## src/rtl/vga_pkg.sv

```systemverilog
`default_nettype none
// ============================================================================
// Module  : vga_pkg
// Desc    : 1280x800@60 raster timing constants and shared video types
// Rev     : 1.0  initial release
// ============================================================================
package vga_pkg;

    localparam int c_h_active = 1280;
    localparam int c_h_fp     = 72;
    localparam int c_h_sync   = 128;
    localparam int c_h_bp     = 200;
    localparam int c_h_total  = c_h_active + c_h_fp + c_h_sync + c_h_bp;

    localparam int c_v_active = 800;
    localparam int c_v_fp     = 3;
    localparam int c_v_sync   = 6;
    localparam int c_v_bp     = 22;
    localparam int c_v_total  = c_v_active + c_v_fp + c_v_sync + c_v_bp;

    // Coordinate widths agreed with the background renderer
    localparam int X_W = 11;
    localparam int Y_W = 10;

    typedef struct packed {
        logic [3:0] r;
        logic [3:0] g;
        logic [3:0] b;
    } rgb12_t;

endpackage : vga_pkg
`default_nettype wire

```

## src/rtl/sync_delay.sv

```systemverilog
`default_nettype none
// ============================================================================
// Module  : sync_delay
// Desc    : DEPTH-stage shift register, reset to RESET_VAL; wire when DEPTH=0
// Rev     : 1.0  initial release
// ============================================================================
module sync_delay #(
    parameter int               WIDTH     = 1,
    parameter int               DEPTH     = 1,
    parameter logic [WIDTH-1:0] RESET_VAL = '0
) (
    input  logic             clk,
    input  logic             rst,
    input  logic [WIDTH-1:0] din,
    output logic [WIDTH-1:0] dout
);

    generate
        if (DEPTH == 0) begin : g_pass
            logic w_unused;
            assign w_unused = ^{clk, rst};
            assign dout     = din;
        end else begin : g_shift
            logic [WIDTH-1:0] r_stage [DEPTH];

            always_ff @(posedge clk) begin
                if (!rst) begin
                    for (int i = 0; i < DEPTH; i++) r_stage[i] <= RESET_VAL;
                end else begin
                    r_stage[0] <= din;
                    for (int i = 1; i < DEPTH; i++) r_stage[i] <= r_stage[i-1];
                end
            end

            assign dout = r_stage[DEPTH-1];
        end
    endgenerate

endmodule : sync_delay
`default_nettype wire

```

## src/rtl/vga_timing_gen.sv

```systemverilog
`default_nettype none
// ============================================================================
// Module  : vga_timing_gen
// Desc    : raster counters, renderer coordinates, latency-matched VGA pins
// Rev     : 1.0  initial release
// ============================================================================
module vga_timing_gen
    import vga_pkg::*;
#(
    parameter int   H_ACTIVE = c_h_active,
    parameter int   H_FP     = c_h_fp,
    parameter int   H_SYNC   = c_h_sync,
    parameter int   H_BP     = c_h_bp,
    parameter int   V_ACTIVE = c_v_active,
    parameter int   V_FP     = c_v_fp,
    parameter int   V_SYNC   = c_v_sync,
    parameter int   V_BP     = c_v_bp,
    parameter logic HS_POL   = 1'b0,
    parameter logic VS_POL   = 1'b1,
    parameter int   PIPE_LAT = 2
) (
    input  logic           clk,
    input  logic           rst,
    output logic [X_W-1:0] curr_x,
    output logic [Y_W-1:0] curr_y,
    input  logic [3:0]     pix_r,
    input  logic [3:0]     pix_g,
    input  logic [3:0]     pix_b,
    output logic           vga_hs,
    output logic           vga_vs,
    output logic           vga_de,
    output logic [3:0]     vga_r,
    output logic [3:0]     vga_g,
    output logic [3:0]     vga_b,
    output logic           frame_start,
    output logic           line_start
);

    localparam logic [X_W-1:0] c_h_act_end  = X_W'(H_ACTIVE);
    localparam logic [X_W-1:0] c_h_sync_beg = X_W'(H_ACTIVE + H_FP);
    localparam logic [X_W-1:0] c_h_sync_end = X_W'(H_ACTIVE + H_FP + H_SYNC);
    localparam logic [X_W-1:0] c_h_last     = X_W'(H_ACTIVE + H_FP + H_SYNC + H_BP - 1);

    localparam logic [Y_W-1:0] c_v_act_end  = Y_W'(V_ACTIVE);
    localparam logic [Y_W-1:0] c_v_sync_beg = Y_W'(V_ACTIVE + V_FP);
    localparam logic [Y_W-1:0] c_v_sync_end = Y_W'(V_ACTIVE + V_FP + V_SYNC);
    localparam logic [Y_W-1:0] c_v_last     = Y_W'(V_ACTIVE + V_FP + V_SYNC + V_BP - 1);

    // {hs, vs, de} with every signal deasserted
    localparam logic [2:0] c_sync_idle = {~HS_POL, ~VS_POL, 1'b0};

    logic [X_W-1:0] r_h_cnt;
    logic [Y_W-1:0] r_v_cnt;
    logic           w_h_act;
    logic           w_v_act;
    logic           w_h_sync;
    logic           w_v_sync;
    logic           r_hs;
    logic           r_vs;
    logic           r_de;
    logic [2:0]     w_sync_dly;
    rgb12_t         w_pix;
    rgb12_t         r_rgb;

    always_ff @(posedge clk) begin
        if (!rst) begin
            r_h_cnt <= '0;
            r_v_cnt <= '0;
        end else if (r_h_cnt == c_h_last) begin
            r_h_cnt <= '0;
            r_v_cnt <= (r_v_cnt == c_v_last) ? '0 : r_v_cnt + 1'b1;
        end else begin
            r_h_cnt <= r_h_cnt + 1'b1;
        end
    end

    assign w_h_act  = (r_h_cnt < c_h_act_end);
    assign w_v_act  = (r_v_cnt < c_v_act_end);
    assign w_h_sync = (r_h_cnt >= c_h_sync_beg) && (r_h_cnt < c_h_sync_end);
    assign w_v_sync = (r_v_cnt >= c_v_sync_beg) && (r_v_cnt < c_v_sync_end);

    // Coordinates are clamped to 0 in blanking so the renderer never indexes past the map
    always_ff @(posedge clk) begin
        if (!rst) begin
            curr_x      <= '0;
            curr_y      <= '0;
            r_hs        <= ~HS_POL;
            r_vs        <= ~VS_POL;
            r_de        <= 1'b0;
            frame_start <= 1'b0;
            line_start  <= 1'b0;
        end else begin
            curr_x      <= w_h_act ? r_h_cnt : '0;
            curr_y      <= w_v_act ? r_v_cnt : '0;
            r_hs        <= w_h_sync ? HS_POL : ~HS_POL;
            r_vs        <= w_v_sync ? VS_POL : ~VS_POL;
            r_de        <= w_h_act && w_v_act;
            frame_start <= (r_h_cnt == '0) && (r_v_cnt == '0);
            line_start  <= (r_h_cnt == '0) && w_v_act;
        end
    end

    sync_delay #(
        .WIDTH     (3),
        .DEPTH     (PIPE_LAT),
        .RESET_VAL (c_sync_idle)
    ) u_sync_delay (
        .clk  (clk),
        .rst  (rst),
        .din  ({r_hs, r_vs, r_de}),
        .dout (w_sync_dly)
    );

    assign w_pix = '{r: pix_r, g: pix_g, b: pix_b};

    always_ff @(posedge clk) begin
        if (!rst) begin
            vga_hs <= ~HS_POL;
            vga_vs <= ~VS_POL;
            vga_de <= 1'b0;
            r_rgb  <= '0;
        end else begin
            vga_hs <= w_sync_dly[2];
            vga_vs <= w_sync_dly[1];
            vga_de <= w_sync_dly[0];
            r_rgb  <= w_sync_dly[0] ? w_pix : '0;
        end
    end

    assign vga_r = r_rgb.r;
    assign vga_g = r_rgb.g;
    assign vga_b = r_rgb.b;

endmodule : vga_timing_gen
`default_nettype wire

```

## config.mk

```make
export PLATFORM = sky130hd
export DESIGN_NAME = vga_timing_gen
export DESIGN_NICKNAME = d
export VERILOG_FILES = /design/src/rtl/vga_pkg.sv /design/src/rtl/sync_delay.sv /design/src/rtl/vga_timing_gen.sv
export SDC_FILE = /design/constraint.sdc
export NUM_CORES = 1
export LEC_CHECK = 0
export ABC_AREA = 1
export BUFFER_PORTS_ARGS = -buffer_cell sky130_fd_sc_hd__buf_2
export CAP_MARGIN = 20
export CORE_MARGIN = 2
export CORE_UTILIZATION = 55
export DETAILED_ROUTE_END_ITERATION = 8
export PLACE_DENSITY = 0.85
export SYNTH_ARGS = -nofsm -noshare
export SYNTH_HDL_FRONTEND = slang
export SYNTH_SLANG_ARGS = --single-unit
export TNS_END_PERCENT = 1
```

## constraint.sdc

```tcl
create_clock -name clk -period 2.25 [get_ports clk]
set_input_delay 0.3375 -clock clk [delete_from_list [all_inputs] [get_ports clk]]
set_output_delay 0.3375 -clock clk [all_outputs]
set_load 0.1 [all_outputs]
```

---- Word-level counts from Yosys, hierarchy flattened ----
Memories as Yosys holds them, arrays and structs flattened.
Index checks and enable logic that the tools add are counted.
word-level totals
  register bits after elaboration ......... 62
  memory bits (writable) .................. 6
  bits of input ports ..................... 14
  memories ................................ 1
operators by class
  add/subtract/negate cells ............... 2
  $lt $le $gt $ge ......................... 6
  eq/ne operators ......................... 2
  mux-type cells .......................... 7
  bitwise operators ....................... 3
  reductions and logical operators ........ 11
memory list
  memory                        words  width  read ports  clocked after Yosys merged registers in  write ports  line              source
  u_sync_delay.g_shift.r_stage  2      3      2           0                                        2            sync_delay.sv:24  logic [WIDTH-1:0] r_stage [DEPTH];
operators by type and width
  operator                 number
  $lt A11 B11 Y1 const B   2
  $lt A10 B10 Y1 const B   2
  $add A11 B1 Y11 const B  1
  $eq A11 B11 Y1 const B   1
  $ge A11 B11 Y1 const B   1
  $logic_not A11 Y1        1
  $add A10 B1 Y10 const B  1
  $eq A10 B10 Y1 const B   1
  $ge A10 B10 Y1 const B   1
  $logic_not A10 Y1        1
  $mux W10                 1
  $mux W3                  2
  $reduce_and A2 Y1        3
  $logic_and A1 B1 Y1      5
  $mux W1                  4
  $or A1 B1 Y1             2
  $reduce_or A2 Y1         1
  $not A1 Y1               1

---- Longest topological paths before layout ----
  depth after elaboration ................. 3
  gate-level depth with buffers ........... 9
  gate-level depth less buffers ........... 9

---- Hierarchy ----
From an unflattened synthesis, not the netlist that was laid out.
second synthesis, totals
  cells, all modules ...................... 312
  area total of the unflattened synthesis .. 2522.4 sq um
modules (own cells, without submodules)
  module          times used  cells an instance  area each (sq um)
  vga_timing_gen  1           291                2334.7
  sync_delay      1           21                 187.7

---- Worst setup path after synthesis ----
Ideal clock, no wire load.
  path type ............................... register to register
  start point ............................. register r_h_cnt[0]
  end point ............................... register r_v_cnt[2]
  setup time .............................. 0.115 ns
  arrival ................................. 1.165 ns
  required time ........................... 2.135 ns
  path slack .............................. 0.970 ns
  cell stages (with the launch flop) ...... 7
  buffers on the path ..................... 0
  cell sequence ........................... dfxtp_1 -> ha_1 -> nand3_1 -> nor3_2 -> nand3_1 -> nand2_1 -> nor2_1
on the way
  longest elaborated chain between the ends .. 1
RTL lines
  item                      line                  source
  start: declaration        vga_timing_gen.sv:52  logic [X_W-1:0] r_h_cnt;
  start signal: assignment  vga_timing_gen.sv:73  r_h_cnt <= r_h_cnt + 1'b1;
  $eq A11 B11 Y1            vga_timing_gen.sv:69  end else if (r_h_cnt == c_h_last) begin
  end signal: assignment    vga_timing_gen.sv:71  r_v_cnt <= (r_v_cnt == c_v_last) ? '0 : r_v_cnt + 1'b1;
  end: declaration          vga_timing_gen.sv:53  logic [Y_W-1:0] r_v_cnt;
No other way between the ends.
A chain may end at the register's enable or synchronous reset.

---- Final worst setup path ----
  start point ............................. register r_h_cnt[0]
  end point ............................... register r_v_cnt[3]
Same word-level chain as after synthesis.

==> out/qor.yml <==
grt_pass1_wl_um: 8038
synth_cells: 322
hold_viol: 0
die_h_um: 71.84
die_x_um: 71.84
n_antenna_cell: 0
period_share: 0.7110
start_util: 0.5773
slew-limit-headroom: 0.6712
outcome: "finished clean"
max_cap_violations: 0
async_flop_share: 0
antenna_found_initial: 0
dr_total_vias: 2113
synth-xor-area-share: 0.01038
antenna_left: 0
synth_top_family_by_area: "simple AND/OR/NAND/NOR gates"
worstPathRequired_ns: 2.48
path_cells: "ha_1 -> nand2_2 -> nor2_4 -> nand3b_2 -> nand2_2 -> nand2_2 -> inv_1 -> nor2_1"
synth_compound_area_frac: 0.03609
cts_setup_buffers: 0
synthTopCellsByCount: "dfxtp_1 (68), nor2_1 (66), nand2_1 (58)"
setup_viol: 0
synth_top_area_share: 0.5378
drive_gt1_frac: 0.2115
root_buffer: "clkbuf_8"
globalRouteOverflowTotal: 0
fillers: 334
worst_pin_slew_ns: 0.4967
critical_path.startpoint_type: "flop"
cts_tree: "built"
rsz0062_at_grt: "false"
place_area_um2: 2824
synth_flop_cell: "dfxtp_1"
grt_max_degree: 14
ctsHoldBuffers: 0
drtIter0Drc: 166
routedWlPerCell_um: 11.31
postLayoutCellArea_um2: 3062
p_leak_nw: 1.505
synth_edf_count: 0
yosys-top-cells-area: "dfxtp_1 (54%), nor2_1 (9.8%), nand2_1 (8.6%), inv_1 (7.6%), nand3_1 (4.3%)"
cts_resized: 0
max_stage_delay_ns: 0.37
path_max_fanout: 12
core-area_um2: 4384
vdd_drop_max_mv: 0.4223
cts_buffer_depth: 2
drv_slew: 0
routed_wl_um: 4920
critPathTopFamily: "simple AND/OR/NAND/NOR gates"
yosysMostFrequentCell: "dfxtp_1"
ctsHtreeMaxLevel: 3
critical_path_class: "reg2reg"
port_buffers: 51
via_per_inst: 4.857
grt_pass1_vias: 1847
cts.clk_slew.worst_paths_ns: 0.06
syn_area_um2: 2531
period_minus_slack_ns: 1.600
crit_arrival_ns: 1.83
cts_buffers: 9
slowest_stage: "dfxtp_1"
nets: 399
yosysTopAreaCell: "dfxtp_1"
yosys_warnings: 0
synthMuxAreaShare: 0
holdCritPathClass: "in2reg"
avgSynthCellArea_um2: 7.861
area_delta_synth_final_pct: 20.96
synth_cell_types: 25
critPathBufInv: 1
setup-tns-final_ns: 0
synthAdderAreaFrac: 0.02966
dp_hpwl_um: 3382
drc_errors: 0
place.gp.congestion: 0.9284
clock.fmax_mhz: 625.1
grt_usage: 0.2044
end_kind: "flop"
power_density_nw_per_um2: 837.3
clkSinkCount: 68
synthSimpleGateAreaFrac: 0.2936
synth-seq-cells: 68
dieArea_um2: 5161
dr.pass1.iters: 4
synth_nets: 342
critPathMostFrequentCell: "nand2_2"
yosysSeqAreaShare: 0.5378
row_count: 24
ios: 52
clk_latency_ns: 0.34
finClkSkew_ns: 0.01352
[layer usage]
layer	vias to the layer above	routed length (um)	track usage
met3	12	358	0.05485
met1	924	2209	0.2392
met5	-	0	0
li1	1097	-	-
met2	80	2244	0.3344
met4	0	108	0.1237
[report_power, final]
group / total (W) / switching (W) / leakage, nW / internal, W
registers: 0.00123 / 0.00000736 / 0.551 / 0.00122
clock network: 0.00118 / 0.000428 / 0.122 / 0.000756
logic: 0.000151 / 0.000121 / 0.832 / 0.0000308
[sequential cells by signal (all words and copies together) (netlist names)]
name,cells
vga_g,4
r_v_cnt,10
curr_y,10
u_sync_delay.g_shift.r_stage,6
r_vs,1
frame_start,1
line_start,1
vga_de,1
r_hs,1
vga_hs,1
curr_x,11
vga_vs,1
vga_r,4
r_de,1
r_h_cnt,11
vga_b,4
[final cells by class]
cell class              instances  area [um^2]  area share
inverters                      53        198.9     0.06498
clock inverters                 5        100.1     0.03269
well taps                      52        65.06     0.02125
clock buffers                  10        137.6     0.04495
multi-input cells             195        935.9      0.3057
repair buffers                 52        262.8     0.08582
flip-flops and latches         68         1361      0.4446
[layout by cell type (no fill, tap or decap), types with 4 or more instances in the layout]
cell,count
dfxtp_1,68
ha_1,6
inv_1,51
buf_2,51
clkbuf_8,10
nand2_1,58
nor2_1,66
nand3_1,22
nand2_2,4
a21oi_1,12
[logic make-up after synthesis]
logic type      after synthesis
buf+inv                      59
xor+xnor                      3
fa+ha+maj                     6
simple gates                169
flops                        68
compound gates               17
[worst min-delay path, delay by kind of cell]
| kind | cells | cell delay [ns] |
|---|---|---|
| AND/OR/NAND/NOR | 1 | 0.03 |
| buffers and inverters | 2 | 0.13 |
[metrics by stage]
stage          std cells    util  setup slack (ns)  power, W  hold slack, ns
6_report             435  0.6983            0.6502  0.002564          0.2112
5_1_grt              435  0.6983            0.4823  0.002641          0.2131
4_1_cts              435  0.6983            0.6469  0.002582          0.1983
3_5_place_dp         420  0.6441            0.6768  0.001407          0.3994
3_3_place_gp         420  0.6441            0.7204  0.001405          0.3949
2_1_floorplan        322       -            0.9701  0.001376          0.3905
[final timing paths]
kind,slack [ns],end,startpoint,cells past startpoint
worst max-delay path,0.65,r_v_cnt[3]$_SDFFE_PN0N_,r_h_cnt[0]$_SDFF_PP0_,8
worst min-delay path,0.21,vga_g[2]$_SDFF_PN0_,pix_g[2],3
worst max register to register,0.65,r_v_cnt[3]$_SDFFE_PN0N_,r_h_cnt[0]$_SDFF_PP0_,8
worst min register to register,0.41,u_sync_delay.g_shift.r_stage[0][2]$_SDFF_PN1_,r_hs$_SDFF_PN1_,1
Power figures use the tool's default switching activity.
